## config.mk

```make
export PLATFORM = sky130hd
export DESIGN_NAME = rgb_led_fader
export DESIGN_NICKNAME = d
export VERILOG_FILES = /design/src/rtl/rgb_led_fader.sv
export SDC_FILE = /design/constraint.sdc
export NUM_CORES = 1
export LEC_CHECK = 0
export CORE_MARGIN = 4
export CORE_UTILIZATION = 55
export DETAILED_ROUTE_END_ITERATION = 7
export GPL_ROUTABILITY_DRIVEN = 0
export PLACE_DENSITY = 0.76
export SYNTH_ARGS = -nofsm -noshare
export SYNTH_HDL_FRONTEND = slang
export SYNTH_SLANG_ARGS = --single-unit
```

## constraint.sdc

```tcl
create_clock -name sys_clk -period 7.45 [get_ports sys_clk]
set_input_delay 1.8625 -clock sys_clk [delete_from_list [all_inputs] [get_ports sys_clk]]
set_output_delay 1.8625 -clock sys_clk [all_outputs]
set_load 0.01 [all_outputs]
```

## src/rtl/rgb_led_fader.sv

```systemverilog
// PWM crossfader for the on-board RGB LED: each channel ramps linearly toward the
// full-on or full-off level requested by the active-low colour code.
module rgb_led_fader #(
    parameter int PWM_BITS    = 8,
    parameter int STEP_CYCLES = 46875
) (
    input  logic       sys_clk,
    input  logic       sys_rst_n,
    input  logic [2:0] color_in,
    input  logic       en,
    output logic [2:0] led_out,
    output logic       busy
);

    localparam logic [PWM_BITS-1:0] DUTY_MAX = '1;
    localparam int                  PRE_W    = (STEP_CYCLES > 1) ? $clog2(STEP_CYCLES) : 1;
    localparam logic [PRE_W-1:0]    PRE_LAST = PRE_W'(STEP_CYCLES - 1);

    typedef enum logic [1:0] {
        OFF  = 2'd0,
        RISE = 2'd1,
        ON   = 2'd2,
        FALL = 2'd3
    } state_t;

    logic [2:0]          color_q;
    logic [PRE_W-1:0]    presc;
    logic                tick;
    logic [PWM_BITS-1:0] pwm_cnt;
    logic [PWM_BITS-1:0] duty [3];
    state_t              state [3];
    logic [2:0]          target;
    logic [2:0]          lit;
    logic [2:0]          ramping;

    // Saturating one-step move of a duty value toward the requested end.
    function automatic logic [PWM_BITS-1:0] step_duty(input logic [PWM_BITS-1:0] d,
                                                      input logic up);
        logic [PWM_BITS-1:0] r;
        r = d;
        if (up && d != DUTY_MAX)
            r = d + PWM_BITS'(1);
        else if (!up && d != '0)
            r = d - PWM_BITS'(1);
        return r;
    endfunction

    function automatic state_t classify(input logic [PWM_BITS-1:0] d, input logic up);
        state_t s;
        if (up)
            s = (d == DUTY_MAX) ? ON : RISE;
        else
            s = (d == '0) ? OFF : FALL;
        return s;
    endfunction

    assign tick = en && (presc == PRE_LAST);

    always_comb begin
        target  = '0;
        lit     = '0;
        ramping = '0;
        for (int c = 0; c < 3; c++) begin
            target[c]  = ~color_q[c];
            lit[c]     = (duty[c] == DUTY_MAX) || (pwm_cnt < duty[c]);
            ramping[c] = (state[c] == RISE) || (state[c] == FALL);
        end
    end

    always_ff @(posedge sys_clk or negedge sys_rst_n) begin
        if (!sys_rst_n) begin
            color_q <= 3'b111;
        end else begin
            color_q <= color_in;
        end
    end

    always_ff @(posedge sys_clk or negedge sys_rst_n) begin
        if (!sys_rst_n) begin
            presc   <= '0;
            pwm_cnt <= '0;
        end else if (en) begin
            presc   <= (presc == PRE_LAST) ? '0 : presc + PRE_W'(1);
            pwm_cnt <= pwm_cnt + PWM_BITS'(1);
        end
    end

    // Next state is taken from the post-step duty, so a direction change and a
    // tick in the same cycle step in the new direction, and the end states are
    // entered on the very edge the duty saturates.
    always_ff @(posedge sys_clk or negedge sys_rst_n) begin
        if (!sys_rst_n) begin
            for (int c = 0; c < 3; c++) begin
                duty[c]  <= '0;
                state[c] <= OFF;
            end
        end else if (en) begin
            for (int c = 0; c < 3; c++) begin
                logic [PWM_BITS-1:0] nd;
                nd = tick ? step_duty(duty[c], target[c]) : duty[c];
                duty[c]  <= nd;
                state[c] <= classify(nd, target[c]);
            end
        end
    end

    always_ff @(posedge sys_clk or negedge sys_rst_n) begin
        if (!sys_rst_n) begin
            led_out <= 3'b111;
            busy    <= 1'b0;
        end else if (en) begin
            led_out <= ~lit;
            busy    <= |ramping;
        end else begin
            led_out <= 3'b111;
        end
    end

endmodule

```

==> flow_metrics.py <==
metrics = {
    "outcome": {
        "status": "complete, no violations",
    },
    "die": {
        "die_x_um": 93.9,
        "start_util": 0.563,
        "core-area_um2": 7210,
        "die_h_um": 93.9,
        "fp-row-count": 31,
        "ios": 10,
        "dieArea_um2": 8820,
    },
    "global_routing": {
        "grt_max_degree": 59,
        "antenna_found_initial": 0,
        "overflow": 0,
        "grt_pass1_wl_um": 16500,
        "grt_pass1_vias": 3363,
        "grt_use_total": 0.238,
    },
    "drt": {
        "wl_per_cell_um": 17.2,
        "drt_iter0_drc": 211,
        "drt_wl_total_um": 9580,
        "drc": 0,
        "via_per_inst": 6.25,
        "num_vias": 3481,
        "antenna_left": 0,
        "dr.pass1.iters": 5,
    },
    "logic_synthesis": {
        "synthSimpleGateAreaFrac": 0.232,
        "syn_avg_cell_area_um2": 9.14,
        "synthFlopType": "dfrtp_1",
        "yosysWarningCount": 0,
        "synthTopCellsByArea": "dfrtp_1 32%, ha_1 9.6%, xnor2_1 6.5%",
        "synth.ff_latch_count": 58,
        "synthXorXnorAreaFrac": 0.0820,
        "syn_nets": 481,
        "synth_fa_ha_area_frac": 0.0956,
        "synth-compound-area-share": 0.164,
        "synth_cells": 444,
        "ys_types": 69,
        "synth_area_leader_cell": "dfrtp_1",
        "synthMuxAreaShare": 0.0133,
        "synth_top_area_share": 0.321,
        "netlist_area_um2": 4060,
        "async_flop_share": 1.00,
        "synth_top_family_by_area": "simple AND/OR/NAND/NOR gates",
        "synth_edf_count": 0,
        "synth_seq_area_share": 0.359,
    },
    "pwr": {
        "p_leak_nw": 1.88,
        "peakVddDrop_mv": 0.142,
        "powerDensity_nw_per_um2": 203,
    },
    "clock_network": {
        "cts_resized": 0,
        "cts_hold_buf": 0,
        "cts_made_buffers": 9,
        "post_cts_buffers": 0,
        "tritoncts": "done",
        "htree_levels": 3,
        "max-clock-path-buffers": 2,
        "clk_pin_slew_ps": 70,
        "clock-sinks": 58,
        "clk_latency_ps": 350,
        "cts_root_buf": "clkbuf_8",
    },
    "critical_path": {
        "required_ps": 7670,
        "start_kind": "input port",
        "crit_type": "in -> reg",
        "end_kind": "flop",
        "reg2reg_to": "state[2]",
        "arrival_ps": 5040,
        "startpoint": "en",
        "cp_cell_sequence": "clkdlybuf4s50_1, buf_4, nand2_1, nor2_1, a32oi_1, xnor2_1, or4_1, nor4_1, a31oi_1",
        "slowest_delay_ps": 940,
        "endpoint": "state[2]",
        "r2r_cells": 8,
        "r2r_setup_slack_ps": 3570,
        "r2r-start": "presc[2]",
        "slowest_stage": "nor2_1",
        "crit_fanout": 26,
    },
    "timing": {
        "fin_crit_ps": 4820,
        "hold_viol": 0,
        "finalSetupViolCount": 0,
        "setup_tns_ps": 0,
        "fin_skew_ps": 13.9,
        "slew_violations": 0,
        "worstMarginPinSlew_ps": 1190,
        "max-slew-margin-rel": 0.201,
        "rsz0062_at_grt": "false",
        "timing.final.crit_share": 0.647,
        "fmax_ghz": 0.207,
    },
    "final_layout": {
        "finalNonFillerCells": 557,
        "drive_gt1_frac": 0.0983,
        "n_antenna_cell": 0,
        "areaGrowthSynthToFinish_pct": 8.38,
        "finalNetCount": 490,
        "fill_cells": 633,
    },
    "hold_path": {
        "worst_hold_path.num_cells": 1,
        "min_path_type": "reg -> reg",
    },
    "placement": {
        "placed_cells": 541,
        "io_buffers": 9,
        "hpwl_um": 6600,
    },
    "job": {
        "drv_cap": 0,
    },
}
where the power goes:
part	leakage, nW	internal (W)	switching, W
Combinational	1.10	0.0000955	0.0000813
Sequential	0.688	0.000353	0.0000727
Clock	0.102	0.000157	0.000134
Total	1.88	0.000606	0.000288
area by class of cell:
class                           count  area, um^2  share of cell area
Clock buffer                       13         179              0.0407
Clock inverter                      3        21.3             0.00484
Inverter                           34         128              0.0290
Multi-Input combinational cell    338        2380               0.541
Sequential cell                    58        1460               0.332
Tap cell                           99         124              0.0282
Timing Repair Buffer               12         108              0.0245
cell usage after synthesis (all sizes together), types with 3 or more instances:
cell type	number
nor3b	3
and3	11
o22ai	4
a21oi	17
o311ai	3
or4	7
and4	4
inv	33
a41o	6
or2	4
nand4b	3
a21o	11
nor4	10
a31oi	4
buf	5
or4b	3
nand3	14
nand4	9
o31ai	3
nor2	32
xor2	8
ha	31
o32ai	3
dfrtp	52
o21ai	20
nor3	17
mux2	3
nor2b	3
nand2	32
xnor2	30
nand2b	7
dfstp	6
clkbuf	8
cells by family (layout without fill, tap and decap cells):
kind of cell             count (synthesis)  count (layout)
multiplexers                             5               5
AND/OR/NAND/NOR                        169             169
flip-flops                              58              58
XOR/XNOR                                38              38
AO/OA/AOI/OAI                           95              95
adder cells (fa/ha/maj)                 31              31
buffers and inverters                   48              62
stage by stage:
stage / util / setup WS [ps] / hold slack, ps / cell area [um^2] / power [W]
floorplan: - / 3780 / 456 / 4060 / 0.000538
global placement: 0.582 / 2410 / 498 / 4200 / 0.000590
detailed placement: 0.582 / 2330 / 507 / 4200 / 0.000605
CTS: 0.610 / 2690 / 521 / 4400 / 0.000898
global route: 0.610 / 2430 / 544 / 4400 / 0.000950
finish: 0.610 / 2630 / 524 / 4400 / 0.000894
placed cells by master (no fill, tap or decap), types with 10 or more instances in the layout:
cell,synthesis,routed
nor3_1,17,17
nand2_1,31,31
xnor2_1,30,30
and3_1,10,10
dfrtp_1,52,52
a21oi_1,17,17
o21ai_0,18,18
a21o_1,10,10
inv_1,33,33
nor2_1,32,32
nand3_1,14,14
clkbuf_8,0,13
ha_1,31,31
state kept, by name, indices dropped and copies added (netlist names):
| name | cells |
|---|---|
| duty | 24 |
| led_out | 3 |
| color_q | 3 |
| pwm_cnt | 8 |
| state | 3 |
| presc | 16 |
| busy | 1 |
worst max-delay path: cells and delay by family:
| family | cells | cell delay, ps |
|---|---|---|
| buffers and inverters | 2 | 730 |
| AND/OR/NAND/NOR | 4 | 1850 |
| AO/OA/AOI/OAI | 2 | 380 |
| XOR/XNOR | 1 | 220 |
metal layers:
metal	up-vias	global-route usage	wire (um)
met2	129	0.366	4440
li1	1654	-	-
met5	-	0	0
met4	0	0.106	259
met3	22	0.0425	505
met1	1676	0.327	4380
worst min path at each step:
stage               slack, ps         to      start
finish                    520   presc[5]   presc[5]
global route              540  presc[14]  presc[14]
CTS                       520   presc[5]   presc[5]
detailed placement        510   presc[5]   presc[5]
global placement          500   presc[5]   presc[5]
floorplan                 460   state[0]   state[0]
No activity file was read; power rests on OpenSTA's default activity.
